$ cat config.mk
export PLATFORM = sky130hd
export DESIGN_NAME = pipe_stage_reg
export DESIGN_NICKNAME = d
export VERILOG_FILES = /design/src/rtl/pipe_stage_reg.sv
export SDC_FILE = /design/constraint.sdc
export NUM_CORES = 1
export LEC_CHECK = 0
export BUFFER_PORTS_ARGS = -buffer_cell sky130_fd_sc_hd__buf_2
export CAP_MARGIN = 25
export CORE_MARGIN = 1
export CORE_UTILIZATION = 47
export CTS_CLUSTER_SIZE = 10
export DETAILED_ROUTE_END_ITERATION = 12
export GPL_TIMING_DRIVEN = 0
export PLACE_DENSITY_LB_ADDON = 0.08
export RECOVER_POWER = 50
export SETUP_SLACK_MARGIN = 0.5
export SLEW_MARGIN = 20
export SYNTH_ARGS = -nofsm -noshare
export SYNTH_HDL_FRONTEND = slang
export SYNTH_SLANG_ARGS = --single-unit
$ cat constraint.sdc
create_clock -name clk -period 1.91 [get_ports clk]
set_input_delay 0 -clock clk [delete_from_list [all_inputs] [get_ports clk]]
set_output_delay 0 -clock clk [all_outputs]
set_load 0.1 [all_outputs]
$ cat src/rtl/pipe_stage_reg.sv
// pipe_stage_reg: one pipeline register stage with valid/ready handshaking,
// flush-to-bubble, and a saturating count of stalled cycles.
// All state changes on the falling edge of clk; reset is synchronous.
// Optional macro PIPE_STAGE_REG_SKID_EN adds a second (skid) entry and makes
// in_ready a register. Without it, in_ready depends combinationally on out_ready.
module pipe_stage_reg #(
  parameter int unsigned DATA_W = 32,
  parameter int unsigned CTRL_W = 8,
  parameter int unsigned CNT_W  = 16
) (
  input  logic              clk,
  input  logic              reset,
  input  logic              flush,
  input  logic              in_valid,
  output logic              in_ready,
  input  logic [DATA_W-1:0] in_data,
  input  logic [CTRL_W-1:0] in_ctrl,
  output logic              out_valid,
  input  logic              out_ready,
  output logic [DATA_W-1:0] out_data,
  output logic [CTRL_W-1:0] out_ctrl,
  output logic [CNT_W-1:0]  stall_cnt
);

  typedef enum logic [1:0] {
    ST_EMPTY = 2'd0,
    ST_ONE   = 2'd1,
    ST_TWO   = 2'd2
  } state_t;

  localparam logic [CNT_W-1:0] CNT_ONE = {{(CNT_W-1){1'b0}}, 1'b1};

  state_t             state_q, state_d;
  logic [DATA_W-1:0]  head_data_q, head_data_d;
  logic [CTRL_W-1:0]  head_ctrl_q, head_ctrl_d;
  logic [CNT_W-1:0]   stall_cnt_q, stall_cnt_d;
  logic               in_fire;
  logic               out_fire;

`ifdef PIPE_STAGE_REG_SKID_EN
  logic [DATA_W-1:0]  skid_data_q, skid_data_d;
  logic [CTRL_W-1:0]  skid_ctrl_q, skid_ctrl_d;
  logic               in_ready_q, in_ready_d;

  // Registered ready: the stage can take one more entry unless both slots are full.
  assign in_ready = in_ready_q;
`else
  // Single entry: accept when empty or when the head leaves on this same edge.
  assign in_ready = out_ready | ~out_valid;
`endif

  assign out_valid = (state_q != ST_EMPTY);
  assign out_data  = head_data_q;
  assign out_ctrl  = out_valid ? head_ctrl_q : '0;
  assign stall_cnt = stall_cnt_q;

  assign in_fire  = in_valid & in_ready;
  assign out_fire = out_valid & out_ready;

  // Next-state, storage update and stall counting; flush overrides the buffer moves.
  always_comb begin
    state_d     = state_q;
    head_data_d = head_data_q;
    head_ctrl_d = head_ctrl_q;
    stall_cnt_d = stall_cnt_q;
`ifdef PIPE_STAGE_REG_SKID_EN
    skid_data_d = skid_data_q;
    skid_ctrl_d = skid_ctrl_q;
`endif

    case (state_q)
      ST_EMPTY: begin
        if (in_fire) begin
          state_d     = ST_ONE;
          head_data_d = in_data;
          head_ctrl_d = in_ctrl;
        end
      end
      ST_ONE: begin
        if (in_fire && out_fire) begin
          // Head leaves and the new entry takes its place.
          head_data_d = in_data;
          head_ctrl_d = in_ctrl;
        end else if (out_fire) begin
          state_d = ST_EMPTY;
`ifdef PIPE_STAGE_REG_SKID_EN
        end else if (in_fire) begin
          // Downstream is stalled: park the new entry behind the head.
          state_d     = ST_TWO;
          skid_data_d = in_data;
          skid_ctrl_d = in_ctrl;
`endif
        end
      end
      ST_TWO: begin
`ifdef PIPE_STAGE_REG_SKID_EN
        if (out_fire) begin
          state_d     = ST_ONE;
          head_data_d = skid_data_q;
          head_ctrl_d = skid_ctrl_q;
        end
`else
        state_d = ST_EMPTY;
`endif
      end
      default: state_d = ST_EMPTY;
    endcase

    // Flush turns everything into bubbles; payload bits are left as they are.
    if (flush) begin
      state_d     = ST_EMPTY;
      head_data_d = head_data_q;
      head_ctrl_d = '0;
`ifdef PIPE_STAGE_REG_SKID_EN
      skid_data_d = skid_data_q;
      skid_ctrl_d = '0;
`endif
    end

    // Count edges where the head is offered but refused; stick at all-ones.
    if (out_valid && !out_ready && (stall_cnt_q != '1)) begin
      stall_cnt_d = stall_cnt_q + CNT_ONE;
    end

`ifdef PIPE_STAGE_REG_SKID_EN
    in_ready_d = (state_d != ST_TWO);
`endif
  end

  // State and storage registers, falling-edge clocked with synchronous reset.
  always_ff @(negedge clk) begin
    if (reset) begin
      state_q     <= ST_EMPTY;
      head_data_q <= '0;
      head_ctrl_q <= '0;
      stall_cnt_q <= '0;
`ifdef PIPE_STAGE_REG_SKID_EN
      skid_data_q <= '0;
      skid_ctrl_q <= '0;
      in_ready_q  <= 1'b1;
`endif
    end else begin
      state_q     <= state_d;
      head_data_q <= head_data_d;
      head_ctrl_q <= head_ctrl_d;
      stall_cnt_q <= stall_cnt_d;
`ifdef PIPE_STAGE_REG_SKID_EN
      skid_data_q <= skid_data_d;
      skid_ctrl_q <= skid_ctrl_d;
      in_ready_q  <= in_ready_d;
`endif
    end
  end

endmodule

==> out/metrics.yaml, run 1 <==
status: "aborted with a tool error"
failing_step: "clock tree synthesis"
firstError: "[ERROR DPL-0038] Utilization greater than 100%, impossible to legalize"
synth_top_cell_by_area: "dfxtp_1"
cts_hold_buf: 0
post_cts_buffers: 23
clockBufferDepth: 2
syn_inst: 294
fp-row-count: 25
yosys_warnings: 0
synth-xor-area-share: 0
synthAdderAreaFrac: 0.00522
ys_async_sr_fraction: 0
io_buffers: 100
synth-edff-count: 0
start_util: 0.497
synth_area_leaders: "dfxtp_1, nand2_1, a21oi_1"
yosysUniqueCellTypes: 41
synth_compound_area_frac: 0.142
synth_top_family_by_area: "simple AND/OR/NAND/NOR gates"
clockRootBuffer: "clkbuf_8"
syn-cell-area_um2: 2400
cts_made_buffers: 9
gp_congestion: 0.814
die_w_um: 73.4
synth_common_cells: "nand2_1, dfxtp_1, a21oi_1"
synth_most_common_cell: "nand2_1"
cts.repair.resized: 266
ios: 103
synth-seq-cells: 57
synth-seq-area-share: 0.476
cts_htree_levels: 3
syn_avg_cell_area_um2: 8.15
yosys.area_share.simple: 0.309
synthFlopType: "dfxtp_1"
muxShareOfSynthArea: 0.0230
syn_nets: 340
die-height_um: 73.4
cts_sinks: 57
place_hpwl_um: 4330
yosysTopAreaCellShare: 0.476
[per-stage QoR]
stage | worst slack [ns] | hold WS, ns | cell area, um^2 | cells | TNS, ns
floorplan | -0.193 | 0.432 | 2670 | 294 | -3.52
global placement | -0.385 | 0.439 | 3260 | 461 | -14.18
detailed placement | -0.435 | 0.442 | 3260 | 461 | -15.33
[cells by family after synthesis]
| family | Yosys count |
|---|---|
| AOI/OAI and AO/OA | 63 |
| adders and majority gates | 1 |
| buffers and inverters | 23 |
| DFF | 57 |
| muxes | 5 |
| and+or+nand+nor | 145 |
==> inputs of run 2 (changes only) <==
- CORE_UTILIZATION: 47 -> 40
- CTS_CLUSTER_SIZE: 10 -> default
- PLACE_DENSITY_LB_ADDON: 0.08 -> 0.15
- SETUP_SLACK_MARGIN: 0.5 -> default
==> run 2 against run 1 <==
Against the previous run: synthesized cell count unchanged; the flow now finishes, with violations (negative setup slack); synthesized area unchanged.
==> out/metrics.yaml, run 2 <==
dr.pass1.iters: 4
num_vias: 2890
start_util: 0.425  # -0.0727
cts_sinks: 57  # unchanged
largest_reg_flops: 32
maxSlewViolCount: 0
critPathKind: "flop to output pin"
synthFlopType: "dfxtp_1"
syn_avg_cell_area_um2: 8.15  # unchanged
path_clk_slew_ns: 0.04
syn-cell-area_um2: 2400  # unchanged
drive_gt1_frac: 0.482
power_frac_seq: 0.349
finClkSkew_ns: 0.0243
p_sw_mw: 1.28
place_hpwl_um: 4270  # -1.4%
detail-route-antenna-nets: 0
cp_top_family: "flip-flops"
ios: 103  # unchanged
yosys_warnings: 0  # unchanged
grt_max_degree: 15
crit_slowest_cell: "dfxtp_4"
drc: 0
final.setup.tns_ns: -3.76
synth_area_leaders: "dfxtp_1, nand2_1, a21oi_1"
die-area_um2: 6300
cts_htree_levels: 3  # unchanged
clockRootBuffer: "clkbuf_8"
peakVddDrop_mv: 0.626
drv_cap: 0
grt_usage: 0.245
pwr-share-clk: 0.482
diodes: 0
report.final.hold_viol_count: 0
status: "finished with violations"
synth-seq-area-share: 0.476  # unchanged
worstMarginPinSlew_ns: 0.582
relSlewSlack: 0.610
io_buffers: 100  # unchanged
violations: "negative setup slack"
via_per_inst: 5.23
yosysUniqueCellTypes: 41  # unchanged
p_comb_frac: 0.170
end_kind: "output pin"
power_density_nw_per_um2: 767
grt_pass1_wl_um: 11800
syn_to_final_growth_pct: 97.1
wl_um: 8640
synth_top_cell_by_area: "dfxtp_1"
max_stage_delay_ns: 0.35
first_iter_violations: 102
clk_latency_ns: 0.40
cp_data_required_time_ns: 1.91
synth-edff-count: 0  # unchanged
utilization: 0.837
postLayoutCellArea_um2: 4720
p_leak_nw: 2.08
grt_pass1_vias: 2733
startpoint_type: "flop"
tritoncts: "yes"
fin_nets: 523
p_int_mw: 2.34
instances_no_fill: 553
finalPower_mw: 3.62
syn_nets: 340  # unchanged
yosysTopAreaCellShare: 0.476  # unchanged
wire_per_inst_um: 15.6
fin_ws_ns: -0.297
fp.coreArea_um2: 5640
grt-ovfl-total: 0
layout_common_cells: "nand2_1, inv_1, buf_12"
placed_area_um2: 3090  # -5.2%
die-height_um: 79.4  # +8.2%
finalSetupViolCount: 22
syn_inst: 294  # unchanged
p_sw_frac: 0.354
gp_congestion: 0.791  # -2.9%
synth_most_common_cell: "nand2_1"
cp_max_fo: 5
fp-row-count: 27  # +8.0%
ys_async_sr_fraction: 0  # unchanged
synth-seq-cells: 57  # unchanged
path_buf_inv: 2
synth_common_cells: "nand2_1, dfxtp_1, a21oi_1"
whs_ns: 0.450
mostFrequentLayoutCell: "nand2_1"
rsz0062_at_grt: "true"
min-delay-path-class: "flop to flop"
clockBufferDepth: 2  # unchanged
placed_cells: 466  # +1.1%
crit_arrival_ns: 2.21
cts_made_buffers: 9  # unchanged
antenna_found_initial: 0
crit_chain: "buf_2 -> and2_2 -> buf_8"
die_w_um: 79.4  # +8.2%
preCtsSetupSlack_ns: -0.513  # -0.0776 ns
run 2: cell counts after synthesis:
Identical to the previous run, type by type.
run 2: area by class of cell:
class | count | area, um^2
well taps | 72 | 90.1
fillers | 291 | 920
multi-input cells | 214 | 1270
repair buffers | 118 | 1520
clock inverters | 63 | 305
plain buffers | 16 | 144
flip-flops and latches | 57 | 1240
inverters | 4 | 30.0
clock buffers | 9 | 124
run 2: metal layers:
layer,vias up,part of all wire,GRT usage
met5,-,0,0
met4,0,0.014,0.149
met3,11,0.070,0.107
met2,132,0.54,0.397
met1,1368,0.37,0.262
li1,1379,-,-
run 2: power groups by stage:
stage | sequential (mW) | clock [mW] | combinational, mW
after floorplan | 1.51 | 0.184 | 0.126
after detailed placement | 1.27 | 0.184 | 0.470
after CTS | 1.26 | 1.76 | 0.547
final | 1.26 | 1.74 | 0.615
after global placement | 1.27 | 0.184 | 0.467
after global routing | 1.26 | 1.96 | 0.639
run 2: what timing repair did:
action	in CTS	in global routing
setup buffers	6	12
pin swaps	1	3
hold buffers	0	0
setup endpoints to repair	90	83
gates resized for setup	207	114
gates cloned	0	1
run 2: cell families after synthesis:
| group | share of synthesized area |
|---|---|
| buffers and inverters | 0.0449 |
| AOI/OAI and AO/OA | 0.142 |
| muxes | 0.0230 |
| DFF | 0.476 |
| adders and majority gates | 0.00522 |
| and+or+nand+nor | 0.309 |
run 2: worst paths after layout:
path | end | slack, ns | cells after the start | from
max | out_ctrl[7] | -0.30 | 3 | state_q[0]
min | head_ctrl_q[6] | 0.45 | 2 | head_ctrl_q[6]
max reg2reg | stall_cnt[11] | 0.06 | 5 | stall_cnt[1]
min reg2reg | head_ctrl_q[6] | 0.45 | 2 | head_ctrl_q[6]
run 2: tightest hold or removal path: cells and delay by family (launching register included):
kind	cells	cell delay, ns
and+or+nand+nor	1	0.05
DFF	1	0.29
AOI/OAI and AO/OA	1	0.05
Note: power is estimated with default switching activity, not from simulation.
